==> config.mk <==
export PLATFORM = sky130hd
export DESIGN_NAME = letter_scan_scheduler
export DESIGN_NICKNAME = d
export VERILOG_FILES = /design/src/rtl/letter_scan_scheduler_pkg.sv /design/src/rtl/letter_scan_scheduler_rr_arbiter.sv /design/src/rtl/letter_scan_scheduler.sv
export SDC_FILE = /design/constraint.sdc
export NUM_CORES = 1
export LEC_CHECK = 0
export BUFFER_PORTS_ARGS = -buffer_cell sky130_fd_sc_hd__buf_2
export CORE_MARGIN = 2
export CORE_UTILIZATION = 56
export CTS_CLUSTER_SIZE = 28
export DETAILED_ROUTE_END_ITERATION = 12
export PLACE_DENSITY = 0.95
export SLEW_MARGIN = 0
export SYNTH_ARGS = -nofsm -noshare
export SYNTH_HDL_FRONTEND = slang
export SYNTH_SLANG_ARGS = --single-unit
==> constraint.sdc <==
create_clock -name clk -period 5.95 [get_ports clk]
set_clock_uncertainty 0.05 [all_clocks]
set_input_delay 0.2975 -clock clk [delete_from_list [all_inputs] [get_ports clk]]
set_output_delay 0.2975 -clock clk [all_outputs]
set_load 0.01 [all_outputs]
==> src/rtl/letter_scan_scheduler_pkg.sv <==
// Shared definitions for the letter scan scheduler: FSM state encoding,
// column width of the recognizer interface and modulo index helper.
package letter_scan_scheduler_pkg;

    localparam int COL_W = 3;

    typedef enum logic [1:0] {
        S_IDLE   = 2'd0,
        S_STREAM = 2'd1,
        S_WAIT   = 2'd2,
        S_REPORT = 2'd3
    } state_t;

    // (a + b) mod n for operands already below n; works for any n, not just powers of two
    function automatic int wrap_add(input int a, input int b, input int n);
        int s;
        s = a + b;
        return (s >= n) ? (s - n) : s;
    endfunction

endpackage

==> src/rtl/letter_scan_scheduler_rr_arbiter.sv <==
// Combinational round-robin arbiter: picks the first requester at or after
// ptr, wrapping from NCH-1 back to 0.
module rr_arbiter
    import letter_scan_scheduler_pkg::*;
#(
    parameter  int NCH  = 4,
    localparam int CH_W = $clog2(NCH)
) (
    input  logic [NCH-1:0]  req,
    input  logic [CH_W-1:0] ptr,
    output logic [NCH-1:0]  gnt,
    output logic [CH_W-1:0] gnt_idx
);

    logic            w_found;
    logic [CH_W-1:0] w_cand;

    // Scan candidates in priority order starting at ptr; first hit wins
    always_comb begin
        gnt     = '0;
        gnt_idx = '0;
        w_found = 1'b0;
        w_cand  = '0;
        for (int k = 0; k < NCH; k++) begin
            w_cand = CH_W'(wrap_add(int'(ptr), k, NCH));
            if (!w_found && req[w_cand]) begin
                w_found      = 1'b1;
                gnt_idx      = w_cand;
                gnt[w_cand]  = 1'b1;
            end
        end
    end

endmodule

==> src/rtl/letter_scan_scheduler.sv <==
// Shares one letter-recognizer engine among NCH column sources. A source is
// granted round-robin for a whole COLS-column frame, its columns are streamed
// to the engine, the match is sampled RD_LAT cycles after the last column and
// returned as {channel, match, abort} on a valid/ready result port.
module letter_scan_scheduler
    import letter_scan_scheduler_pkg::*;
#(
    parameter  int NCH    = 4,
    parameter  int COLS   = 3,
    parameter  int RD_LAT = 1,
    localparam int CH_W   = $clog2(NCH)
) (
    input  logic                 clk,
    input  logic                 restart,
    input  logic [NCH-1:0]       req_valid,
    input  logic [COL_W*NCH-1:0] req_bits,
    output logic [NCH-1:0]       req_ready,
    output logic [COL_W-1:0]     rd_bits,
    output logic                 rd_restart,
    input  logic                 rd_match,
    output logic                 res_valid,
    output logic [CH_W-1:0]      res_chan,
    output logic                 res_match,
    output logic                 res_abort,
    input  logic                 res_ready
);

    localparam int BEAT_W = $clog2(COLS + 1);
    localparam int WCNT_W = $clog2(RD_LAT + 1);

    state_t              r_state, w_state_nxt;
    logic [CH_W-1:0]     r_rr_ptr, w_rr_ptr_nxt;
    logic [CH_W-1:0]     r_grant, w_grant_nxt;
    logic [BEAT_W-1:0]   r_beat, w_beat_nxt;
    logic [WCNT_W-1:0]   r_wcnt, w_wcnt_nxt;
    logic                r_res_match, w_res_match_nxt;
    logic                r_res_abort, w_res_abort_nxt;

    logic [NCH-1:0]      w_arb_gnt;
    logic [CH_W-1:0]     w_arb_idx;
    logic [NCH-1:0]      w_gnt_onehot;
    logic                w_gnt_valid;
    logic [COL_W-1:0]    w_cols [NCH];

    rr_arbiter #(.NCH(NCH)) u_arb (
        .req     (req_valid),
        .ptr     (r_rr_ptr),
        .gnt     (w_arb_gnt),
        .gnt_idx (w_arb_idx)
    );

    for (genvar g = 0; g < NCH; g++) begin : g_cols
        assign w_cols[g] = req_bits[g*COL_W +: COL_W];
    end

    assign w_gnt_onehot = NCH'(1) << r_grant;
    assign w_gnt_valid  = req_valid[r_grant];

    // State, counters and result latch; reset returns everything to the cleared frame
    always_ff @(posedge clk or negedge restart) begin
        if (!restart) begin
            r_state     <= S_IDLE;
            r_rr_ptr    <= '0;
            r_grant     <= '0;
            r_beat      <= '0;
            r_wcnt      <= '0;
            r_res_match <= 1'b0;
            r_res_abort <= 1'b0;
        end else begin
            r_state     <= w_state_nxt;
            r_rr_ptr    <= w_rr_ptr_nxt;
            r_grant     <= w_grant_nxt;
            r_beat      <= w_beat_nxt;
            r_wcnt      <= w_wcnt_nxt;
            r_res_match <= w_res_match_nxt;
            r_res_abort <= w_res_abort_nxt;
        end
    end

    // Next-state logic and all port outputs; engine held cleared outside STREAM/WAIT
    always_comb begin
        w_state_nxt     = r_state;
        w_rr_ptr_nxt    = r_rr_ptr;
        w_grant_nxt     = r_grant;
        w_beat_nxt      = r_beat;
        w_wcnt_nxt      = r_wcnt;
        w_res_match_nxt = r_res_match;
        w_res_abort_nxt = r_res_abort;
        req_ready       = '0;
        rd_bits         = '0;
        rd_restart      = 1'b1;
        res_valid       = 1'b0;
        res_chan        = '0;
        res_match       = 1'b0;
        res_abort       = 1'b0;

        case (r_state)
            S_IDLE: begin
                if (|w_arb_gnt) begin
                    w_grant_nxt = w_arb_idx;
                    w_beat_nxt  = '0;
                    w_state_nxt = S_STREAM;
                end
            end

            S_STREAM: begin
                rd_restart = 1'b0;
                if (w_gnt_valid) begin
                    rd_bits   = w_cols[r_grant];
                    req_ready = w_gnt_onehot;
                    if (r_beat == BEAT_W'(COLS - 1)) begin
                        w_wcnt_nxt  = WCNT_W'(1);
                        w_state_nxt = S_WAIT;
                    end else begin
                        w_beat_nxt = r_beat + 1'b1;
                    end
                end else begin
                    // A missing beat breaks the frame: report it as aborted
                    w_res_match_nxt = 1'b0;
                    w_res_abort_nxt = 1'b1;
                    w_state_nxt     = S_REPORT;
                end
            end

            S_WAIT: begin
                rd_restart = 1'b0;
                if (r_wcnt == WCNT_W'(RD_LAT)) begin
                    w_res_match_nxt = rd_match;
                    w_res_abort_nxt = 1'b0;
                    w_state_nxt     = S_REPORT;
                end else begin
                    w_wcnt_nxt = r_wcnt + 1'b1;
                end
            end

            S_REPORT: begin
                res_valid = 1'b1;
                res_chan  = r_grant;
                res_match = r_res_match;
                res_abort = r_res_abort;
                if (res_ready) begin
                    w_rr_ptr_nxt = CH_W'(wrap_add(int'(r_grant), 1, NCH));
                    w_state_nxt  = S_IDLE;
                end
            end

            default: begin
                w_state_nxt = S_IDLE;
            end
        endcase
    end

endmodule
==> impl_results.md <==
- Status: completed
- Vias in the first global route: approximately 1100
- CTS Buffer Depth: 2
- Hpwl dp: between 2000 and 2500 um
- Global-route wire length before repair: 4790 um
- Via count: 1038
- Final ANT Viol Nets: 0
- Critical path class: flop to flop
- Number of flops mapped to enable cells by yosys: 0
- Finished layout cell area: 1380 sq um
- CP Cell Sequence: inv_1 > ha_1 > mux4_2 > nor2b_4 > o21ai_4 > a31oi_2 > mux2_4
- Leakage: 0.000718 uW
- Nets: 187
- Flop-to-flop setup slack: 3.08 ns
- Max stage delay cell, worst path: dfrtp_1
- Routability cong.: 0.803
- List of most frequent post-synthesis cells: ha_1, inv_1, dfrtp_1, mux4_2, nor2_1
- VDD IR-drop max: between 300 and 400 uV
- Yosys top cell area share: 23.4%
- Clock Pin Slew Worst Setup and Hold Paths: 0.07 ns
- Initial antenna violation count: 0
- Worst Min Path Start: res_ready
- Largest net degree at the start of global routing: 17
- Syn Std Cell Area: 1180 sq um
- Drt first pass iters: 4
- Setup WS post-layout: 3.08 ns
- CP startpoint: r_rr_ptr[0]
- Layout area overhead: 17.3%
- Mapped Nets: ~150
- Ys flop type: dfrtp_1
- PortBufs: 32
- Per-cell routed wire length: 15.3 um
- Setup_tns: 0 ns
- Remaining DRCs: 0
- Crit-path max cell delay: 0.70 ns
- Synth area leader: dfrtp_1
- PD cells: 531 nW/um^2
- CTS root buf: clkbuf_4
- Synth cell types: 39
- R2r startpoint: r_rr_ptr[0]
- Placed instance area: 1340 sq um
- Final hold violation count: 0
- Fill cell count: 158
- Crit path to: r_beat[1]
- Overflow after GRT: 0
- Final wirelength: between 2000 and 3000 um
- Sequential area share after synthesis: 23.4%
- Tcrit/Tclk final: 48.3%
- Clk Latency, worst-skew pair: 0.27 ns
- Starting Density: approximately 60%
- Critical Path RT: 6.06 ns
- Hold WC Path Type: input pin to flop
- GRT Overall Usage: around 26%
- Post-place setup slack: 3.08 ns
- Worst hold slack: between 0.3 and 0.4 ns
- CP arrival: roughly 3 ns
- Synth Area per Inst: 9.97 sq um
- Reg2reg path depth: 7
- Final Max Slew Viols: 0
- Relative max-transition margin: 62.7%
- Met2 Use GR: 49.1%
- Die height: 49.8 um
- Die width: 49.8 um
- Met1 Track Usage GR: a little over a quarter
- Gates resized, CTS repair: 0
- Max Fclk: 348 MHz
- Layout cell share with drive strength beyond 1: 33.8%
- CP Max Fanout: 16
- # rows: 16
- Antenna cells: 0
- Total power: ~730 uW
- Critical Path Source Type: flop
- DRT iter0 DRCs: 14
- Met3 GRT Util: 6.97%
- Global routing's busiest layer: met2
- Ports placed on the boundary: 33
- Asr flop ratio synth: 100%
- R2r endpoint: r_beat[1]
- Num CTS Buffers: 3
- Slew @ Worst Pin: 0.560 ns
- Core area: 1960 sq um
- Most instantiated library cell after synthesis: ha_1
- MaxCap Viol Count: 0
- Setup Buffers After CTS: 0
- Post-synthesis cell count: ~120
- #FFs+latches synth: 11
- Crit. End Element: flop
- CTS tree: built
- Average vias per placed instance: 5.83
- CTS sink cnt: 11
- Die area: around 2500 sq um
- Top cells by area, synth: dfrtp_1, ha_1, mux4_2
- H-tree depth: 1
- Synth warnings: 0
- Fin crit period: approximately 2.9 ns
- RSZ-0062 raised after global routing: no
- Setup Viol. Count Final: 0
routing by layer:
metal | up-vias | part of all wire [%]
li1 | 497 | -
met1 | 513 | 36
met2 | 19 | 58
met3 | 9 | 3.4
met4 | 0 | 2.1
met5 | - | 0
layout by cell type (no fill, tap or decap), types with 2 or more instances in the layout:
cell / n
o21ai_0: 4
mux4_2: 8
dfrtp_1: 11
nor2_1: 8
a21oi_1: 3
buf_2: 32
and3_1: 7
o21ai_1: 2
clkbuf_4: 3
nand2_1: 7
a22oi_1: 3
nor4_1: 2
mux2i_1: 4
and2_1: 4
ha_1: 15
inv_1: 14
cell families (layout without fill, tap and decap cells):
group / count (synthesis) / after routing / share of synthesized area (%)
AND/OR/NAND/NOR: 34 / 34 / 15.9
AO/OA/AOI/OAI: 25 / 25 / 16.2
buffers and inverters: 18 / 51 / 6.70
adder cells (fa/ha/maj): 15 / 15 / 16.0
multiplexers: 15 / 15 / 21.9
flip-flops: 11 / 11 / 23.4
registers in the layout (all words and copies together), names as in the netlist:
signal	count
r_beat	2
r_grant	2
r_rr_ptr	2
r_state	2
r_res_abort	1
r_res_match	1
r_wcnt	1
cell type report:
type                            instances  area, sq um  area share, %
Multi-Input combinational cell         89          822           59.6
Sequential cell                        11          275           19.9
Timing Repair Buffer                   33          170           12.3
Inverter                               14         52.6           3.81
Tap cell                               27         33.8           2.45
Clock buffer                            4         26.3           1.90
through the flow:
step           utilization, %  std cells
3_5_place_dp             68.5        173
5_1_grt                  70.3        178
6_report                 70.3        178
2_1_floorplan               -        118
4_1_cts                  70.3        178
3_3_place_gp             68.5        173
critical path, delay by kind of cell (launching register included):
kind | cells | cell delay, ns
AND/OR/NAND/NOR | 1 | 0.16
multiplexers | 2 | 0.92
buffers and inverters | 1 | 0.18
flip-flops | 1 | 0.70
adder cells (fa/ha/maj) | 1 | 0.42
AO/OA/AOI/OAI | 2 | 0.32
power breakdown:
| group | switching [uW] | internal [uW] |
|---|---|---|
| combinational | 267 | 241 |
| sequential | 64.0 | 109 |
| clock | 26.3 | 26.0 |
worst min-delay path by stage:
stage,to,cells after the start
6_report,r_rr_ptr[0],3
5_1_grt,r_wcnt,2
4_1_cts,r_rr_ptr[0],3
3_5_place_dp,r_wcnt,1
3_3_place_gp,r_wcnt,1
2_1_floorplan,r_beat[0],0
what timing repair did:
item,in CTS,in global routing
hold endpoints to repair,11,0
setup endpoints to repair,0,0
hold buffers,1,0
(Power assumes the default switching activity.)
